`config.mk`:
```
export PLATFORM = sky130hd
export DESIGN_NAME = dice_roller
export DESIGN_NICKNAME = d
export VERILOG_FILES = /design/src/rtl/dice_pkg.sv /design/src/rtl/die_counter.sv /design/src/rtl/dice_roller.sv
export SDC_FILE = /design/constraint.sdc
export NUM_CORES = 1
export LEC_CHECK = 0
export CORE_UTILIZATION = 48
export DETAILED_ROUTE_END_ITERATION = 8
export GPL_TIMING_DRIVEN = 0
export HOLD_SLACK_MARGIN = 0.05
export PLACE_DENSITY = 0.73
export SLEW_MARGIN = 20
export SYNTH_ARGS = -nofsm -noshare
export SYNTH_HDL_FRONTEND = slang
export SYNTH_SLANG_ARGS = --single-unit
```
`constraint.sdc`:
```
create_clock -name clk -period 1.8 [get_ports clk]
set_clock_uncertainty 0.15 [all_clocks]
set_input_delay 0.36 -clock clk [delete_from_list [all_inputs] [get_ports clk]]
set_output_delay 0.36 -clock clk [all_outputs]
set_load 0.05 [all_outputs]
```
`src/rtl/dice_pkg.sv`:
```
// dice_pkg
// Shared types and helpers for the multi-die roller.
//   roll_state_t : roller phase (IDLE, ROLL, SETTLE, DONE)
//   die_width    : bits needed to hold 0..faces for one die
//   sum_width    : bits needed to hold the sum of all dice
//   face_lsb     : LSB position of a die's field inside the packed faces bus
package dice_pkg;

  typedef enum logic [1:0] {
    IDLE   = 2'd0,
    ROLL   = 2'd1,
    SETTLE = 2'd2,
    DONE   = 2'd3
  } roll_state_t;

  // Eight bits covers the full settle range of 0..255 cycles.
  localparam int SETTLE_CNT_W = 8;

  function automatic int die_width(input int faces);
    return $clog2(faces + 1);
  endfunction

  function automatic int sum_width(input int dice, input int faces);
    return $clog2(dice * faces + 1);
  endfunction

  function automatic int face_lsb(input int idx, input int w);
    return idx * w;
  endfunction

endpackage

```
`src/rtl/die_counter.sv`:
```
// die_counter
// One modulo-FACES die. Counts 1..FACES and wraps back to 1; 0 only after reset.
// Ports:
//   clk   : clock, posedge
//   rst   : synchronous active-high reset, clears the die to 0
//   load1 : force the die to 1 (start of a roll)
//   step  : advance the die by one face this cycle
//   value : current face, 0 = no roll yet
//   wrap  : high when this step takes the die from FACES back to 1
module die_counter
  import dice_pkg::*;
#(
  parameter int FACES = 6,
  parameter int W     = die_width(FACES)
) (
  input  logic         clk,
  input  logic         rst,
  input  logic         load1,
  input  logic         step,
  output logic [W-1:0] value,
  output logic         wrap
);

  // Wrap is combinational so the next die in the chain steps in the same
  // cycle this one rolls over, giving odometer behaviour.
  assign wrap = step && (value == W'(FACES));

  // Face register: load wins over step so a fresh roll always starts at 1.
  always_ff @(posedge clk) begin
    if (rst) begin
      value <= '0;
    end else if (load1) begin
      value <= W'(1);
    end else if (step) begin
      value <= wrap ? W'(1) : value + W'(1);
    end
  end

endmodule

```
`src/rtl/dice_roller.sv`:
```
// dice_roller
// Multi-die roller: dice spin as a chained odometer while btn is held, keep
// spinning SETTLE_CYCLES cycles after release, then freeze and pulse valid.
// Ports:
//   clk    : clock, posedge
//   rst    : synchronous active-high reset, overrides enable
//   enable : when low, state, faces and settle counter hold; valid is 0
//   btn    : debounced roll request, level sensitive
//   faces  : die i in bits [i*W +: W]; 0 = no roll yet
//   busy   : high while rolling or settling
//   choose : high while the result is held
//   valid  : one-cycle pulse on entry to the held result
//   sum    : sum of all dice (only when DICE_SUM_EN is defined)
// Optional feature macro: DICE_SUM_EN adds the sum port and its adder.
module dice_roller
  import dice_pkg::*;
#(
  parameter int FACES         = 6,
  parameter int DICE          = 2,
  parameter int SETTLE_CYCLES = 4,
  localparam int W            = die_width(FACES)
`ifdef DICE_SUM_EN
  ,
  localparam int SW           = sum_width(DICE, FACES)
`endif
) (
  input  logic                clk,
  input  logic                rst,
  input  logic                enable,
  input  logic                btn,
  output logic [DICE*W-1:0]   faces,
  output logic                busy,
  output logic                choose,
  output logic                valid
`ifdef DICE_SUM_EN
  ,
  output logic [SW-1:0]       sum
`endif
);

  localparam logic [SETTLE_CNT_W-1:0] SETTLE_LAST =
    SETTLE_CNT_W'((SETTLE_CYCLES == 0) ? 0 : SETTLE_CYCLES - 1);

  roll_state_t             state;
  roll_state_t             next_state;
  logic [SETTLE_CNT_W-1:0] settle_cnt;
  logic                    advance;
  logic                    load_all;
  logic                    cnt_clear;
  logic                    done_pulse;
  logic [DICE-1:0]         wrap;
  logic                    unused_top_wrap;

  // Die bank: die 0 steps on every advance, each later die steps only when
  // its lower neighbour wraps.
  for (genvar i = 0; i < DICE; i++) begin : g_die
    logic step_i;
    if (i == 0) begin : g_first
      assign step_i = advance;
    end else begin : g_chain
      assign step_i = wrap[i-1];
    end
    die_counter #(
      .FACES(FACES),
      .W    (W)
    ) u_die (
      .clk  (clk),
      .rst  (rst),
      .load1(load_all),
      .step (step_i),
      .value(faces[face_lsb(i, W) +: W]),
      .wrap (wrap[i])
    );
  end

  // The top die's carry has nowhere to go.
  assign unused_top_wrap = wrap[DICE-1];

  // State register.
  always_ff @(posedge clk) begin
    if (rst) begin
      state <= IDLE;
    end else if (enable) begin
      state <= next_state;
    end
  end

  // Next-state and datapath strobes. Everything is gated by enable so a
  // frozen roller neither moves nor advances its dice. In SETTLE a new
  // press takes priority over finishing, even on the last settle cycle.
  // Leaving DONE does not advance; the dice resume on the following ROLL
  // cycles from where they stopped.
  always_comb begin
    next_state = state;
    advance    = 1'b0;
    load_all   = 1'b0;
    cnt_clear  = 1'b0;
    if (enable) begin
      unique case (state)
        IDLE: begin
          if (btn) begin
            next_state = ROLL;
            load_all   = 1'b1;
          end
        end
        ROLL: begin
          if (btn) begin
            advance = 1'b1;
          end else begin
            cnt_clear  = 1'b1;
            next_state = (SETTLE_CYCLES == 0) ? DONE : SETTLE;
          end
        end
        SETTLE: begin
          advance = 1'b1;
          if (btn) begin
            next_state = ROLL;
            cnt_clear  = 1'b1;
          end else if (settle_cnt == SETTLE_LAST) begin
            next_state = DONE;
          end
        end
        DONE: begin
          if (btn) begin
            next_state = ROLL;
          end
        end
      endcase
    end
  end

  // Settle counter: counts advances made in SETTLE since the last release.
  always_ff @(posedge clk) begin
    if (rst) begin
      settle_cnt <= '0;
    end else if (enable) begin
      if (cnt_clear) begin
        settle_cnt <= '0;
      end else if (state == SETTLE) begin
        settle_cnt <= settle_cnt + SETTLE_CNT_W'(1);
      end
    end
  end

  // Entry-to-DONE marker. A frozen cycle clears it, so a pulse masked by
  // enable low is dropped rather than replayed later.
  always_ff @(posedge clk) begin
    if (rst) begin
      done_pulse <= 1'b0;
    end else begin
      done_pulse <= enable && (next_state == DONE) && (state != DONE);
    end
  end

  // Output decode from registered state only; btn never reaches an output.
  always_comb begin
    busy   = (state == ROLL) || (state == SETTLE);
    choose = (state == DONE);
    valid  = done_pulse && enable;
  end

`ifdef DICE_SUM_EN
  // Sum of the registered faces, zero extended; 0 in IDLE since all faces are 0.
  always_comb begin
    sum = '0;
    for (int i = 0; i < DICE; i++) begin
      sum = sum + SW'(faces[face_lsb(i, W) +: W]);
    end
  end
`endif

endmodule

```
==> results.txt <==
Final Cycle Share: 0.973
Final #Nets: 150
synthesized flop and latch total: 17
crit path kind: reg2out
I/O pins: 13
Comb pwr share: 0.181
global-route wire length before repair: 3640 um
post-synthesis sequential area ratio: 0.329
YS warnings: 0
Reg power frac: 0.538
Setup violations, final: 0
most common cell in the netlist: dfxtp_1
number of fill cells: 179
Residual DRC: 0
CP bufs+invs: 1
Worst Hold Class: in2reg
hold-fix buffer count after cts: 0
Port Buf Inserts: 11
Post-synth top flop: dfxtp_1
Setup TNS: 0 ns
synthesized instance count: 118
CTS tree: yes
post-synth top area share: 0.329
H-tree depth: 1
antenna violations before repair: 0
1st-iter DRT viols: 25
Stages on worst setup path: 1
Num CTS Buffers: 3
largest net degree at the start of global routing: 11
status: finished, final reports clean
CP max stage delay: 0.55 ns
Post-synth EDFFs: 0
Cell Area, Synth: 1040 um^2
Initial Utilization: 0.518
max_cap viols: 0
Finished Layout Cells: 162
worst slew pin tran: 0.488 ns
root buf cell: clkbuf_4
Slowest cell on crit path: dlygate4sd2_1
async set-or-reset flop fraction in the synthesized netlist: 0
chip width: 48.5 um
Slew Limit Fails: 0
hold path cells: 3
critical path cell sequence: dlygate4sd2_1
synthesized area per cell: 8.78 um^2
vias per std cell: 5.62
NetSw: 0.209 mW
routability cong.: 0.857
Final Hold Viols: 0
clk sinks: 17
Worst R2R Path Depth: 6
site row count: 16
clock latency on the worst-skew pair: 0.29 ns
Synth area leader: dfxtp_1
multi-input logic area: 709 um^2
number of global-route vias before repair: 820
Slew HR: 0.676
Synth top cells by count: dfxtp_1 (17), nor2_1 (15), a21oi_1 (11), ha_1 (10), o21ai_0 (7)
post-layout util: 0.636
die area: 2350 um^2
FF+latch area: 348 um^2
P_leak: 0.502 nW
DP HPWL: 1610 um
final WL: 2210 um
grt ovf: 0
Arr. time, crit path: 1.24 ns
Pint: 0.518 mW
ANT nets after route: 0
Avg WL per Cell: 13.7 um
CP Capture Type: output pin
via count: 910
TritonRoute pass-1 iters: 4
Clock transition at path regs: 0.10 ns
share of layout cells above drive strength 1: 0.215
area delta synth->final: 22.8%
gr usage total: 0.201
post-layout min period: 1.75 ns
net count after synthesis: 132
final instance area: 1270 um^2
clock tree buffer depth: 2
CP delay by family, top: buffers and inverters
share of total power in the clock network: 0.281
# diodes: 0
Die Ht: 48.5 um
PD cells: 571 nW/um^2
area of placed instances: 1190 um^2
Synth area leaders: dfxtp_1 (33%), ha_1 (12%), nor2_1 (5.4%)
Placed Cells: 156
worst path required time: 1.29 ns
f_max: 0.571 GHz
Total Power: 0.727 mW
crit start category: register
peak fanout along the critical path: 5
Worst VDD drop: 506 uV
post-synthesis cell type count: 34
CORE AREA: 2000 um^2
Net Sw Frac: 0.287
## layout make-up
cell class,count,share of cell area
flip-flops and latches,17,0.273
multi-input cells,92,0.558
inverters,6,0.0197
clock buffers,4,0.0206
well taps,27,0.0265
repair buffers,13,0.0865
plain buffers,3,0.0157
## per-layer routing
layer,vias to the layer above,track usage,wire (um)
met1,437,0.262,1070
met2,20,0.324,1060
met4,0,0.0784,13
met3,2,0.0440,72
li1,451,-,-
met5,-,0,0
## cell families (layout without fill, tap and decap cells)
logic type | after synthesis | count (layout) | share of synthesized area
xor gates and xnor gates | 7 | 7 | 0.0592
and+or+nand+nor | 44 | 44 | 0.262
AOI/OAI and AO/OA | 29 | 29 | 0.175
adders and majority gates | 10 | 10 | 0.121
muxes | 2 | 2 | 0.0193
buffers and inverters | 9 | 26 | 0.0350
DFF | 17 | 17 | 0.329
## final timing paths
check	startpoint	endpoint	slack [ns]
min	btn	g_die[1].u_die.value[0]$_SDFFE_PP0P_	0.34
max	g_die[1].u_die.value[0]$_SDFFE_PP0P_	faces[3]	0.05
max reg2reg	state[0]$_SDFFE_PP0P_	g_die[1].u_die.value[0]$_SDFFE_PP0P_	0.09
min reg2reg	g_die[0].u_die.value[1]$_SDFFE_PP0P_	g_die[0].u_die.value[1]$_SDFFE_PP0P_	0.38
## power groups by stage
stage / registers (mW) / clock network [mW] / logic, mW
final: 0.391 / 0.204 / 0.132
after global routing: 0.393 / 0.238 / 0.142
after CTS: 0.392 / 0.215 / 0.123
after detailed placement: 0.401 / 0 / 0.121
after global placement: 0.399 / 0 / 0.118
after floorplan: 0.411 / 0 / 0.0769
## cell usage in the layout (no fill, tap or decap), types with 5 or more instances in the layout
| master | n |
|---|---|
| dfxtp_1 | 15 |
| nor2_1 | 14 |
| a21oi_1 | 9 |
| o21ai_0 | 7 |
| ha_1 | 7 |
| xor2_1 | 6 |
| dlygate4sd2_1 | 6 |
| inv_1 | 5 |
| nand2b_1 | 5 |
## state kept, by name, summed over array words and instances, names as in the netlist
signal and flops:
done_pulse 1, g_die.u_die.value 6, settle_cnt 8, state 2
## what timing repair did
action / 4_1_cts / 5_1_grt
hold endpoints to repair: 0 / 0
setup endpoints to repair: 25 / 16
resized for setup: 32 / 14
buffers inserted: 0 / 2
pin swaps: 0 / 3
## metrics by stage
step	worst slack, ns	hold slack (ns)
5_1_grt	-0.0281	0.353
6_report	0.0489	0.342
3_5_place_dp	-0.802	0.366
2_1_floorplan	0.00923	0.279
4_1_cts	0.0165	0.310
3_3_place_gp	-0.779	0.345
No activity file was read; power rests on OpenSTA's default activity.
